**src/rtl/fetch_pkg.sv**
```systemverilog
// Shared types and constants for the dual-issue fetch front end.
//   IMEM_BASE / IMEM_LAST : first and last word address of the IMEM window
//   fetch_entry_t         : one queued {pc, instr} pair
//   dec_take_t            : decode consumption code (00 none, 01 one, 11 two)
package fetch_pkg;

  localparam logic [31:0] IMEM_BASE = 32'h8000_0000;
  localparam logic [31:0] IMEM_LAST = 32'h8000_FFFC;

  typedef struct packed {
    logic [31:0] pc;
    logic [31:0] instr;
  } fetch_entry_t;

  typedef enum logic [1:0] {
    TAKE_NONE = 2'b00,
    TAKE_ONE  = 2'b01,
    TAKE_TWO  = 2'b11
  } dec_take_t;

endpackage

```
**src/rtl/fetch_queue.sv**
```systemverilog
// In-order circular buffer between fetch and decode.
//   clk, rst   : clock, synchronous active-high reset
//   flush      : empty the queue (pointers and count to 0)
//   push_cnt   : entries to write this cycle (0..2); caller guarantees space
//   push0/1    : entries written at wr_ptr / wr_ptr+1
//   pop_cnt    : entries requested by the consumer (0..2); clamped to count
//   head0/1    : entries at rd_ptr / rd_ptr+1
//   count      : occupancy, 0..QDEPTH
module fetch_queue
  import fetch_pkg::*;
#(
  parameter int unsigned QDEPTH = 4
) (
  input  logic                      clk,
  input  logic                      rst,
  input  logic                      flush,
  input  logic [1:0]                push_cnt,
  input  fetch_entry_t              push0,
  input  fetch_entry_t              push1,
  input  logic [1:0]                pop_cnt,
  output fetch_entry_t              head0,
  output fetch_entry_t              head1,
  output logic [$clog2(QDEPTH):0]   count
);

  localparam int unsigned PW = $clog2(QDEPTH);
  localparam int unsigned CW = PW + 1;

  fetch_entry_t  mem [QDEPTH];
  logic [PW-1:0] rd_ptr;
  logic [PW-1:0] wr_ptr;
  logic [PW-1:0] rd_ptr_p1;
  logic [PW-1:0] wr_ptr_p1;
  logic [1:0]    pop_eff;

  assign rd_ptr_p1 = rd_ptr + PW'(1);
  assign wr_ptr_p1 = wr_ptr + PW'(1);

  assign head0 = mem[rd_ptr];
  assign head1 = mem[rd_ptr_p1];

  // Over-requested pops only drain what is actually present.
  always_comb begin
    pop_eff = pop_cnt;
    if (CW'(pop_cnt) > count) pop_eff = count[1:0];
  end

  always_ff @(posedge clk) begin
    if (push_cnt != 2'd0) mem[wr_ptr]    <= push0;
    if (push_cnt == 2'd2) mem[wr_ptr_p1] <= push1;
  end

  always_ff @(posedge clk) begin
    if (rst || flush) begin
      rd_ptr <= '0;
      wr_ptr <= '0;
      count  <= '0;
    end else begin
      wr_ptr <= wr_ptr + PW'(push_cnt);
      rd_ptr <= rd_ptr + PW'(pop_eff);
      count  <= count + CW'(push_cnt) - CW'(pop_eff);
    end
  end

endmodule

```
**src/rtl/dual_fetch_unit.sv**
```systemverilog
// Front-end fetch stage of the dual-issue RV32 core.
// Drives a word-aligned fetch PC to a zero-latency dual-read IMEM, queues the
// returned {pc, instr} pairs and presents up to two of them per cycle to decode.
//   clk, rst            : clock, synchronous active-high reset
//   imem_addr           : fetch PC (IMEM port A)
//   imem_rd1/imem_rd2   : instructions at imem_addr and imem_addr+4
//   redirect_valid/_pc  : flush queue and restart fetch (pc bits [1:0] dropped)
//   dec_take            : entries consumed by decode (00/01/11; 10 acts as 00)
//   out0_* / out1_*     : oldest / second queue entry, zeroed when invalid
//   stall_cnt           : cycles without fetch (only with FETCH_STALL_CNT_EN)
module dual_fetch_unit
  import fetch_pkg::*;
#(
  parameter int unsigned QDEPTH    = 4,
  parameter logic [31:0] RESET_PC  = fetch_pkg::IMEM_BASE,
  parameter logic [31:0] IMEM_LAST = fetch_pkg::IMEM_LAST
) (
  input  logic        clk,
  input  logic        rst,
  output logic [31:0] imem_addr,
  input  logic [31:0] imem_rd1,
  input  logic [31:0] imem_rd2,
  input  logic        redirect_valid,
  input  logic [31:0] redirect_pc,
  input  logic [1:0]  dec_take,
  output logic        out0_valid,
  output logic [31:0] out0_pc,
  output logic [31:0] out0_instr,
  output logic        out1_valid,
  output logic [31:0] out1_pc,
  output logic [31:0] out1_instr
`ifdef FETCH_STALL_CNT_EN
  ,
  output logic [31:0] stall_cnt
`endif
);

  localparam int unsigned CW = $clog2(QDEPTH) + 1;

  logic [31:0]   pc;
  logic [CW-1:0] q_count;
  logic [CW-1:0] free_slots;
  logic          fetch_en;
  logic          at_last;
  logic [1:0]    push_cnt;
  logic [1:0]    pop_cnt;
  fetch_entry_t  push0;
  fetch_entry_t  push1;
  fetch_entry_t  head0;
  fetch_entry_t  head1;

  assign imem_addr  = pc;
  assign free_slots = CW'(QDEPTH) - q_count;
  // Registered occupancy only, so dec_take never reaches imem_addr combinationally.
  assign fetch_en   = (free_slots >= CW'(2)) && !redirect_valid;
  assign at_last    = (pc == IMEM_LAST);

  assign push0    = '{pc: pc,          instr: imem_rd1};
  assign push1    = '{pc: pc + 32'd4,  instr: imem_rd2};
  assign push_cnt = !fetch_en ? 2'd0 : (at_last ? 2'd1 : 2'd2);

  always_comb begin
    pop_cnt = 2'd0;
    if (!redirect_valid) begin
      case (dec_take)
        TAKE_ONE: pop_cnt = 2'd1;
        TAKE_TWO: pop_cnt = 2'd2;
        default:  pop_cnt = 2'd0;
      endcase
    end
  end

  always_ff @(posedge clk) begin
    if (rst) begin
      pc <= RESET_PC;
    end else if (redirect_valid) begin
      pc <= redirect_pc & ~32'd3;
    end else if (fetch_en) begin
      pc <= at_last ? RESET_PC : pc + 32'd8;
    end
  end

  fetch_queue #(.QDEPTH(QDEPTH)) u_queue (
    .clk      (clk),
    .rst      (rst),
    .flush    (redirect_valid),
    .push_cnt (push_cnt),
    .push0    (push0),
    .push1    (push1),
    .pop_cnt  (pop_cnt),
    .head0    (head0),
    .head1    (head1),
    .count    (q_count)
  );

  assign out0_valid = (q_count != '0);
  assign out1_valid = (q_count >= CW'(2));
  assign out0_pc    = out0_valid ? head0.pc    : '0;
  assign out0_instr = out0_valid ? head0.instr : '0;
  assign out1_pc    = out1_valid ? head1.pc    : '0;
  assign out1_instr = out1_valid ? head1.instr : '0;

`ifdef FETCH_STALL_CNT_EN
  always_ff @(posedge clk) begin
    if (rst) begin
      stall_cnt <= '0;
    end else if (!fetch_en) begin
      stall_cnt <= stall_cnt + 32'd1;
    end
  end
`endif

endmodule

```
**config.mk**
```make
export PLATFORM = sky130hd
export DESIGN_NAME = dual_fetch_unit
export DESIGN_NICKNAME = d
export VERILOG_FILES = /design/src/rtl/fetch_pkg.sv /design/src/rtl/fetch_queue.sv /design/src/rtl/dual_fetch_unit.sv
export SDC_FILE = /design/constraint.sdc
export NUM_CORES = 1
export LEC_CHECK = 0
export ABC_AREA = 1
export CORE_MARGIN = 4
export CORE_UTILIZATION = 52
export CTS_BUF_LIST = sky130_fd_sc_hd__clkbuf_4 sky130_fd_sc_hd__clkbuf_8
export DETAILED_ROUTE_END_ITERATION = 10
export GPL_ROUTABILITY_DRIVEN = 0
export GPL_TIMING_DRIVEN = 0
export PLACE_DENSITY = 0.81
export RECOVER_POWER = 25
export REMOVE_ABC_BUFFERS = 1
export SLEW_MARGIN = 20
export SYNTH_ARGS = -nofsm -noshare
export SYNTH_HDL_FRONTEND = slang
export SYNTH_SLANG_ARGS = --single-unit
```
**constraint.sdc**
```tcl
create_clock -name clk -period 7.1 [get_ports clk]
set_clock_uncertainty 0.15 [all_clocks]
set_input_delay 1.42 -clock clk [delete_from_list [all_inputs] [get_ports clk]]
set_output_delay 1.42 -clock clk [all_outputs]
set_load 0.1 [all_outputs]
```
==> flow_summary.toml, run 1 <==
[run_status]
status = "complete, but fails checks"
failed_checks = "capacitance limit, slew limit"

[cells_and_area]
final_nets = 2632
fillers = 2746
regArea_um2 = 8480
layout-drive-gt1-share = 0.0606
antenna_cells = 0
multiInputGateArea_um2 = 8020
area_delta_synth_final_pct = 23.1

[clock_network]
clk_pin_slew_ns = 0.06
postCtsSetupBuffers = 0
holdBufCountCts = 0
ctsResizeCount = 0
cts_buffers = 49
tritoncts = "yes"
clk_latency_ns = 0.58
clock_path_buffers = 3
cts.sinks = 295
htreeDepth = 2
clockRootBuffer = "clkbuf_8"

[power]
p_total_mw = 11.1
power_density_nw_per_um2 = 498
vdd_ir_drop_max_mv = 0.391
leakagePower_nw = 8.51

[global_routing]
grt_usage = 0.299
grt_pass1_vias = 17515
antenna_found_initial = 0
grt_pass1_wl_um = 90900
grt_overflow = 0
grt_max_degree = 80

[detailed_routing]
wl_um = 59400
vias = 17718
wl_per_cell_um = 19.7
first_iter_violations = 2027
ant_nets = 0
drcViolationCount = 0
dr.pass1.iters = 6
viasPerCell = 5.88

[place]
hpwl_um = 38700
io_buffers = 260

[synthesis]
ys_top_cells_by_count = "704 x nand2_1, 278 x o21ai_0, 256 x edfxtp_1"
ys_ff_latch = 295
yosys_most_used_dff = "edfxtp_1"
synth-edff-count = 256
yosysWarnings = 0
synth_top_cell_by_area = "edfxtp_1"
synth_top_area_frac = 0.425
syn_area_per_cell_um2 = 7.76
async_flop_share = 0
synth_cells = 2329
synth_area_leaders = "edfxtp_1 43%, nand2_1 15%, o21ai_0 7.7%, dfxtp_1 4.3%, nor2_1 4.2%"
yosysUniqueCellTypes = 39
ys_seq_area_frac = 0.468
synth.most_common_cell = "nand2_1"
netlist_area_um2 = 18100

[critical_path]
setup.worst_path.end_class = "output pin"
worst_setup_path_start_kind = "register"
r2r_slack_ns = 2.40
critPathRequiredTime_ns = 5.53
crit_start = "u_queue.rd_ptr[1]"
crit_type = "register to output pin"
critPathMaxFanout = 57
cp.arrival_ns = 4.50
rr_startpoint = "imem_addr[2]"

[timing]
fmax_ghz = 0.165
drv_slew = 41
relSlewSlack = -0.110
min_period_over_period = 0.856
fin_crit_ns = 6.07
setup_viol = 0
worstMarginPinSlew_ns = 1.66
hold_viol_final = 0
setup_tns_ns = 0
grt_setup_unrepaired = "false"

[floorplan]
die_w_um = 194
pin_count = 263
fp-row-count = 68
die_area_um2 = 37800
die_h_um = 194
start_util = 0.525
coreArea_um2 = 34500

[flow_run]
cap_viol_max_count = 2

[worst_hold_path]
min_path_type = "register to register"
min_from = "imem_addr[6]"
## area by class of cell
type | count | share of cell area
clock buffer | 65 | 0.0374
clock inverter | 26 | 0.00911
inverter | 199 | 0.0340
multi-input combinational | 1676 | 0.360
sequential | 295 | 0.381
tap | 455 | 0.0256
timing repair buffer | 297 | 0.153
## final timing paths
path | to | cells after the start
worst max register to register | u_queue.mem[2][7] | 11
worst max-delay path | out1_pc[23] | 9
worst min register to register | imem_addr[6] | 2
worst min-delay path | imem_addr[6] | 2
## cell usage in the layout (no fill, tap or decap), drive strengths merged
master / instances
clkinvlp: 2
xnor2: 2
a31oi: 63
nand3b: 1
nor4: 2
nor2: 209
a22oi: 10
buf: 38
fa: 2
nand4: 7
clkdlybuf4s50: 254
dlygate4sd3: 4
or2: 1
nor3: 4
dfxtp: 39
nand2: 714
a21oi: 101
inv: 194
o21ai: 402
ha: 11
o211ai: 62
edfxtp: 256
a221oi: 1
clkinv: 26
clkbuf: 66
nand3: 44
xor2: 40
bufinv: 3
## flip-flops by register name, summed over array words and instances, names as in the netlist
signal / cells
u_queue.count: 3
u_queue.rd_ptr: 2
imem_addr: 32
u_queue.mem: 256
u_queue.wr_ptr: 2
## power by group
| part | leakage (nW) | total, mW | switching, mW | internal (mW) |
|---|---|---|---|---|
| registers | 2.74 | 2.69 | 0.260 | 2.43 |
| logic | 5.22 | 6.81 | 5.21 | 1.60 |
| clock network | 0.545 | 1.58 | 0.706 | 0.876 |
## worst max-delay path: stages (launching register included)
cell	delay, ns
dfxtp_4	0.56
buf_16	0.32
buf_16	0.31
nor2_4	0.21
buf_16	0.22
inv_4	0.35
buf_12	0.31
nand2_1	0.09
a31oi_1	0.28
clkdlybuf4s50_1	1.22
## layer usage
metal  track usage  share of wire
met4         0.140          0.040
met5             0              0
met3        0.0491           0.12
met1         0.377           0.36
met2         0.503           0.48
## per-stage QoR
step / util / area [µm²] / hold WS [ns] / setup slack [ns] / std cells
3_3_place_gp: 0.591 / 20300 / 0.424 / -14.35 / 2885
4_1_cts: 0.646 / 22300 / 0.436 / 1.06 / 3013
5_1_grt: 0.646 / 22300 / 0.452 / 0.934 / 3013
2_1_floorplan: - / 17200 / 0.441 / -4.42 / 2170
6_report: 0.646 / 22300 / 0.447 / 1.03 / 3013
3_5_place_dp: 0.616 / 21200 / 0.427 / 1.70 / 2922
## cells by family (layout without fill, tap and decap cells)
| logic type | after synthesis | count (layout) | share of synthesized area |
|---|---|---|---|
| DFF | 295 | 295 | 0.468 |
| buffers and inverters | 358 | 587 | 0.0914 |
| AOI/OAI and AO/OA | 639 | 639 | 0.191 |
| and+or+nand+nor | 982 | 982 | 0.219 |
| adders and majority gates | 13 | 13 | 0.00982 |
| xor gates and xnor gates | 42 | 42 | 0.0203 |
Note: power is estimated with default switching activity, not from simulation.
==> run 2: changes to the inputs <==
--- a/config.mk
+++ b/config.mk
@@ -7,15 +7,16 @@
 export LEC_CHECK = 0
 export ABC_AREA = 1
 export CORE_MARGIN = 4
-export CORE_UTILIZATION = 52
+export CORE_UTILIZATION = 35
 export CTS_BUF_LIST = sky130_fd_sc_hd__clkbuf_4 sky130_fd_sc_hd__clkbuf_8
 export DETAILED_ROUTE_END_ITERATION = 10
 export GPL_ROUTABILITY_DRIVEN = 0
 export GPL_TIMING_DRIVEN = 0
-export PLACE_DENSITY = 0.81
+export PLACE_DENSITY = 0.59
 export RECOVER_POWER = 25
 export REMOVE_ABC_BUFFERS = 1
 export SLEW_MARGIN = 20
 export SYNTH_ARGS = -nofsm -noshare
 export SYNTH_HDL_FRONTEND = slang
 export SYNTH_SLANG_ARGS = --single-unit
+export TNS_END_PERCENT = 20
==> run 2 against run 1 <==
The run still ends with capacitance limit, slew limit left. Sequential cell count stayed put. Core utilization down 20 points. Global-route usage decreased by 7.4 points. Critical path type is now input port to register. Critical endpoint is now u_queue.mem[0][30]. Highest routed layer unchanged.
==> flow_summary.toml, run 2 (same netlist as run 1, synthesis figures left out) <==
[cells_and_area]
mostFrequentLayoutCells = "707 x nand2_1, 306 x o21ai_0, 258 x clkdlybuf4s50_1, 256 x edfxtp_1, 198 x nor2_1"
layout-drive-gt1-share = 0.0639
top_register = "u_queue.mem"
largest_reg_flops = 256
layout_commonest_cell = "nand2_1"
area_delta_synth_final_pct = 25.3
final_nets = 2640

[floorplan]
start_util = 0.353
die_area_um2 = 55400
coreArea_um2 = 51200
fp-row-count = 83
die_w_um = 235
pin_count = 263
die_h_um = 235

[timing]
worstMarginPinSlew_ns = 3.15
fin_crit_ns = 6.50
fmax_ghz = 0.154
grt_setup_unrepaired = "false"
min_period_over_period = 0.916
worst_slack_ns = 0.595
hold_viol_final = 0
relSlewSlack = -1.11
holdWs_ns = 0.439
drv_slew = 195
setup_viol = 0

[global_routing]
antenna_found_initial = 1
grt_max_degree = 80
grt_overflow = 0
grt_usage = 0.224
grt_pass1_vias = 16579
grt_pass1_wl_um = 97600

[detailed_routing]
wl_um = 65400
vias = 17311
wl_per_cell_um = 20.1
viasPerCell = 5.33
first_iter_violations = 1528
dr.pass1.iters = 5
drcViolationCount = 0
ant_nets = 0

[clock_network]
postCtsSetupBuffers = 0
clk_pin_slew_ns = 0.06
clockRootBuffer = "clkbuf_8"
htreeDepth = 2
cts.sinks = 295
tritoncts = "yes"
cts_buffers = 54
ctsResizeCount = 0
holdBufCountCts = 0
clk_latency_ns = 0.65
clock_path_buffers = 3

[critical_path]
reg2regPathDepth = 10
setup.worst_path.end_class = "register"
cp.arrival_ns = 6.74
r2r_slack_ns = 1.40
critPathRequiredTime_ns = 7.34
critPathMaxFanout = 79
rr_startpoint = "imem_addr[2]"
worst_setup_path_start_kind = "input port"
timing.rr.end = "u_queue.mem[0][30]"
crit_type = "input port to register"

[power]
leakagePower_nw = 8.57
pwr-share-seq = 0.240
clkPwrFrac = 0.149
swShare = 0.559
power_density_nw_per_um2 = 497
comb_power_share = 0.612
switching_power_mw = 6.30
p_int_mw = 4.97
vdd_ir_drop_max_mv = 0.286

[run_status]
failed_checks = "capacitance limit, slew limit"
status = "complete, but fails checks"

[worst_hold_path]
min_from = "imem_addr[0]"
hold_depth = 0
min_to = "u_queue.mem[3][32]"
min_path_type = "register to register"

[place]
hpwl_um = 42600
io_buffers = 260
pre_cts_ws_ns = 1.32

[flow_run]
cap_viol_max_count = 3
[run 2: critical path, cell delays in order]
cell      delay [ns]
clkbuf_1        1.19
inv_1           0.15
nand2_1         0.51
nor2_1          0.08
nand2_1         2.23
o21ai_4         0.55
buf_16          0.39
buf_16          0.17
[run 2: worst max-delay path by stage]
stage	depth (start not counted)	startpoint	to
4_1_cts	9	u_queue.rd_ptr[0]	out1_pc[28]
6_report	8	redirect_valid	u_queue.mem[0][30]
2_1_floorplan	4	u_queue.rd_ptr[0]	out1_instr[0]
5_1_grt	8	redirect_valid	u_queue.mem[0][30]
3_3_place_gp	5	u_queue.rd_ptr[0]	out1_pc[28]
3_5_place_dp	9	u_queue.rd_ptr[0]	out1_pc[28]
[run 2: cell type report]
class / count / area (µm²)
Inverter: 199 / 757
Timing Repair Buffer: 300 / 3470
Tap cell: 680 / 851
Clock buffer: 80 / 988
Sequential cell: 295 / 8480
Antenna cell: 1 / 2.50
Fill cell: 4971 / 28500
Clock inverter: 18 / 114
Multi-Input combinational cell: 1676 / 8000
[run 2: stage by stage]
step / TNS [ns] / std cells / total power [mW] / cell area, µm² / utilization
after floorplan: -400.04 / 2170 / 7.45 / 17200 / -
after global placement: -3260.62 / 3110 / 9.16 / 20600 / 0.403
after detailed placement: 0 / 3150 / 9.62 / 21600 / 0.422
after CTS: 0 / 3248 / 11.3 / 22700 / 0.443
after global routing: 0 / 3248 / 11.7 / 22700 / 0.443
final: 0 / 3249 / 11.3 / 22700 / 0.443
[run 2: power by group through the flow]
| stage | combinational (mW) | clock (mW) | sequential [mW] |
|---|---|---|---|
| CTS | 6.91 | 1.71 | 2.69 |
| detailed placement | 6.90 | 0 | 2.72 |
| finish | 6.89 | 1.67 | 2.70 |
| global placement | 6.19 | 0 | 2.97 |
| global route | 7.17 | 1.78 | 2.74 |
| floorplan | 4.51 | 0 | 2.94 |
[run 2: metal layers]
layer	wire, µm	track usage	share of wire
met1	26200	0.282	0.40
met2	32000	0.394	0.49
met3	5650	0.0442	0.086
met4	1580	0.0635	0.024
met5	0	0	0
==> run 3: changes to the inputs <==
--- a/config.mk
+++ b/config.mk
@@ -6,13 +6,15 @@
 export NUM_CORES = 1
 export LEC_CHECK = 0
 export ABC_AREA = 1
+export CELL_PAD_IN_SITES_DETAIL_PLACEMENT = 1
+export CELL_PAD_IN_SITES_GLOBAL_PLACEMENT = 1
 export CORE_MARGIN = 4
 export CORE_UTILIZATION = 35
-export CTS_BUF_LIST = sky130_fd_sc_hd__clkbuf_4 sky130_fd_sc_hd__clkbuf_8
+export CTS_BUF_LIST = sky130_fd_sc_hd__clkbuf_16
 export DETAILED_ROUTE_END_ITERATION = 10
 export GPL_ROUTABILITY_DRIVEN = 0
 export GPL_TIMING_DRIVEN = 0
-export PLACE_DENSITY = 0.59
+export PLACE_DENSITY = 0.75
 export RECOVER_POWER = 25
 export REMOVE_ABC_BUFFERS = 1
 export SLEW_MARGIN = 20
==> run 3 against run 2 <==
The flow still finishes with violations (capacitance limit, slew limit). Die area unchanged. Sequential share of layout area increased by 0.12 points. Global-route usage increased by 1.8 points. Sequential cell count unchanged. Clock power increased by 4%. Cell count decreased by 1.2%. Final area decreased by 0.31%. Via count increased by 1.6%. Sequential power about the same. Total power increased by 0.75%. Register-to-register slack improved by 0.47 ns. Critical endpoint is now out1_pc[21]. Largest cell class unchanged.
==> flow_summary.toml, run 3 (same netlist as run 1, synthesis figures left out) <==
[cells_and_area]
antenna_cells = 0
final_nets = 2618
top_register = "u_queue.mem"
largest_reg_flops = 256
area_delta_synth_final_pct = 24.9
layout_commonest_cell = "nand2_1"
multiInputGateArea_um2 = 8010
layout-drive-gt1-share = 0.0474
regArea_um2 = 8480
post-route-util = 0.441
mostFrequentLayoutCells = "705 x nand2_1, 301 x o21ai_0, 256 x edfxtp_1, 235 x clkdlybuf4s50_1, 200 x inv_1"
fillers = 6084

[power]
leakagePower_nw = 8.59
power_density_nw_per_um2 = 502
swShare = 0.558
clkPwrFrac = 0.153
comb_power_share = 0.609
switching_power_mw = 6.33
vdd_ir_drop_max_mv = 0.317
p_int_mw = 5.01
pwr-share-seq = 0.239

[clock_network]
holdBufCountCts = 0
postCtsSetupBuffers = 0
clock_path_buffers = 3
clk_latency_ns = 0.55
ctsResizeCount = 0
clockRootBuffer = "clkbuf_16"
clk_pin_slew_ns = 0.06
tritoncts = "yes"
htreeDepth = 2
cts_buffers = 35
cts.sinks = 295

[floorplan]
fp-row-count = 83
pin_count = 263
start_util = 0.353
die_h_um = 235
die_w_um = 235
die_area_um2 = 55400
coreArea_um2 = 51200

[run_status]
status = "complete, but fails checks"
failed_checks = "capacitance limit, slew limit"

[detailed_routing]
wl_per_cell_um = 21.7
wl_um = 69800
viasPerCell = 5.48
ant_nets = 0
first_iter_violations = 1030
vias = 17587
drcViolationCount = 0
dr.pass1.iters = 5

[timing]
fin_crit_ns = 5.99
hold_viol_final = 0
worstMarginPinSlew_ns = 1.80
worst_slack_ns = 1.11
min_period_over_period = 0.843
drv_slew = 35
relSlewSlack = -0.198
fmax_ghz = 0.167
setup_viol = 0
grt_setup_unrepaired = "false"

[critical_path]
crit_start = "u_queue.rd_ptr[1]"
worst_setup_path_start_kind = "register"
critPathMaxFanout = 50
rr_startpoint = "u_queue.count[1]"
cp.arrival_ns = 4.42
critPathRequiredTime_ns = 5.53
crit_type = "register to output pin"
setup.worst_path.end_class = "output pin"

[place]
hpwl_um = 47400
pre_cts_ws_ns = 1.68
io_buffers = 260

[global_routing]
grt_overflow = 0
antenna_found_initial = 0
grt_usage = 0.243
grt_max_degree = 83
grt_pass1_vias = 18720
grt_pass1_wl_um = 106000

[worst_hold_path]
min_from = "imem_addr[6]"
min_path_type = "register to register"

[flow_run]
cap_viol_max_count = 1
==> run 3: changes by cell type in the layout (fill, tap and decap cells not counted), moves of 6 or more <==
cell	delta
clkdlybuf4s50_1	-23
clkbuf_8	-62
inv_1	+10
clkbuf_16	+36
dlygate4sd3_1	+23
clkbuf_4	-18
o21ai_1	+6
==> run 3: final cells by class <==
type	count	area share
Multi-Input combinational cell	1676	0.354
Clock buffer	36	0.0399
Inverter	199	0.0335
Timing Repair Buffer	297	0.151
Sequential cell	295	0.375
Clock inverter	28	0.00853
Tap cell	680	0.0377
==> run 3: path summary, 6_finish.rpt <==
kind	to	slack (ns)	cells past startpoint
max	out1_pc[21]	1.11	8
min	imem_addr[6]	0.45	2
max reg2reg	u_queue.count[2]	1.87	14
min reg2reg	imem_addr[6]	0.45	2
==> run 3: stage by stage <==
step / power (mW) / TNS [ns] / hold WS, ns / cell area [µm²] / std cells
after floorplan: 7.45 / -400.04 / 0.441 / 17200 / 2170
after global placement: 9.15 / -3194.89 / 0.442 / 20600 / 3110
after detailed placement: 9.67 / 0 / 0.441 / 21500 / 3147
after CTS: 11.4 / 0 / 0.454 / 22600 / 3211
after global routing: 11.8 / 0 / 0.466 / 22600 / 3211
final: 11.3 / 0 / 0.451 / 22600 / 3211
==> run 3: power groups by stage <==
stage / logic (mW) / clock network (mW) / registers [mW]
after CTS: 6.95 / 1.76 / 2.70
after global routing: 7.20 / 1.83 / 2.75
after floorplan: 4.51 / 0 / 2.94
final: 6.91 / 1.73 / 2.71
after detailed placement: 6.93 / 0 / 2.73
after global placement: 6.18 / 0 / 2.97
==> run 3: layer usage <==
| metal | GRT usage | part of all wire |
|---|---|---|
| met5 | 0 | 0 |
| met4 | 0.0826 | 0.032 |
| met3 | 0.0369 | 0.054 |
| met2 | 0.447 | 0.51 |
| met1 | 0.288 | 0.40 |
==> run 3: worst max-delay path, cell delays in order (launching register included) <==
cell and delay (ns):
dfxtp_4 0.74, buf_16 0.32, buf_12 0.29, nand2_1 0.14
inv_4 0.43, buf_16 0.31, nand2_1 0.08, a31oi_1 0.21
clkdlybuf4s50_1 1.27
==> RTL edit: new RTL, settings of run 1 <==
Add a define of `FETCH_STALL_CNT_EN`.
--- a/src/rtl/dual_fetch_unit.sv
+++ b/src/rtl/dual_fetch_unit.sv
@@ -9,4 +9,6 @@
 //   out0_* / out1_*     : oldest / second queue entry, zeroed when invalid
 //   stall_cnt           : cycles without fetch (only with FETCH_STALL_CNT_EN)
+`define FETCH_STALL_CNT_EN
+
 module dual_fetch_unit
   import fetch_pkg::*;
Check against the original RTL (old outputs only; new: stall_cnt): no difference found for any inputs over 4 cycles, from zero or initial values and one cycle with rst high; that may be too few to reach the edited logic, so the function may still have changed.
==> RTL edit against run 1 <==
  * The flow still finishes with violations (max-capacitance violations, max-slew violations)
  * Synthesized cell count up 13%
  * Sequential cell count increased by 32
  * Power decreased by 0.13%
  * Design area is 11% higher
  * Setup slack worse by 0.26 ns
  * Register-to-register slack worse by 0.88 ns
  * Maximum frequency decreased by 4.2%
  * Area after synthesis up 9.7%
  * Routed wire length is 13% higher
  * Clock power grew 10%
  * Critical path depth up 3
  * Largest power group unchanged
==> RTL edit: results (changes against run 1) <==
placed cell count=3318 (was 2922); iteration-0 DRC count of the detailed router=2359 (was 2027); Via Count=20200 (was 17700); LEAKAGE=0.00897 uW (was 0.00851 uW); layout net count=2980 (was 2632); violated checks=max-capacitance violations, max-slew violations (unchanged); largest cells by area after synthesis=edfxtp_1 39%, nand2_1 16%, o21ai_0 7.3%, dfxtp_1 7.2%, nor2_1 5.0% (was edfxtp_1 43%, nand2_1 15%, o21ai_0 7.7%, dfxtp_1 4.3%, nor2_1 4.2%); register area=9120 sq um (was 8480 sq um); Adder-Cell Fraction of Synth Area=0.959% (was 0.982%); # Max-Cap Violations=1 (was 2); met1 global-route usage=35.8% (was 37.7%); TritonCTS buffer count=56 (was 49); clock sinks=327 (was 295); Slew @ Worst Pin=1.82 ns (was 1.66 ns); worst vdd ir=0.335 mV (was 0.391 mV); Non-clock buffer share=15.9% (was 15.3%); Mapped Avg Cell Area=7.51 sq um (was 7.76 sq um); CP peak stage delay=1.39 ns (was 1.22 ns); bufs w/o clock=334 (was 297); Layout clock buffers=81 (was 65); sequential logic power=2870 uW (was 2690 uW); final-report max-slew violation count=35 (was 41); met3 usage=8.19% (was 4.91%); Power Density=448 nW/um^2 (was 498 nW/um^2); gr usage total=30.8% (was 29.9%); largest net degree at the start of global routing=90 (was 80); Placed Area=23600 sq um (was 21200 sq um); Die W=203 um (was 194 um); fill cell count=2969 (was 2746); clk_lat worst skew=0.66 ns (was 0.58 ns); Seq/Total Area, Yosys=45.9% (was 46.8%); PortBufs=292 (was 260); CP Max Fanout=48 (was 57); Unique masters post-synth=40 (was 39); Int Power=5070 uW (was 4910 uW); diode count=6 (was 0); placed wire-length estimate=45.1 mm (was 38.7 mm); CP arrival=6.55 ns (was 4.50 ns); Post-Route WL=67.0 mm (was 59.4 mm); Clk network pwr share=15.7% (was 14.3%); pre-CTS WS=1.92 ns (was 1.70 ns); fraction of area in multi-input gates=36.7% (was 36.0%); Multi-In Gates=1935 (was 1676); Synth Area in XOR/XNOR=1.90% (was 2.03%); clk tree area frac=4.61% (was 4.65%); Power Total=11100 uW (about the same); outcome=finished, violations left (unchanged); M2 GR Usage=51.0% (was 50.3%); wire per inst=19.6 um (was 19.7 um); Synth Area in Compound Gates=18.2% (was 19.1%)
==> RTL edit: cell count changes after synthesis, moves of 12 or more <==
cell | run 1 | this run
nand2_1 | 704 | 853
nor2_1 | 200 | 264
o21ai_0 | 278 | 290
buf_6 | 16 | 32
dfxtp_1 | 39 | 71
clkbuf_1 | 86 | 107
buf_2 | 21 | 9
==> RTL edit: final timing paths <==
| check | cells after the start | endpoint | from | slack (ns) |
|---|---|---|---|---|
| min | 2 | stall_cnt[11] | stall_cnt[11] | 0.35 |
| max | 12 | u_queue.mem[3][3] | redirect_valid | 0.76 |
| max reg2reg | 14 | u_queue.mem[3][3] | u_queue.count[1] | 1.52 |
| min reg2reg | 2 | stall_cnt[11] | stall_cnt[11] | 0.35 |
==> RTL edit: layer usage <==
metal | routed length, um | vias to the layer above
li1 | - | 9269
met1 | 23000 | 9194
met2 | 31300 | 1377
met3 | 8500 | 303
met4 | 4120 | 10
met5 | 57 | -
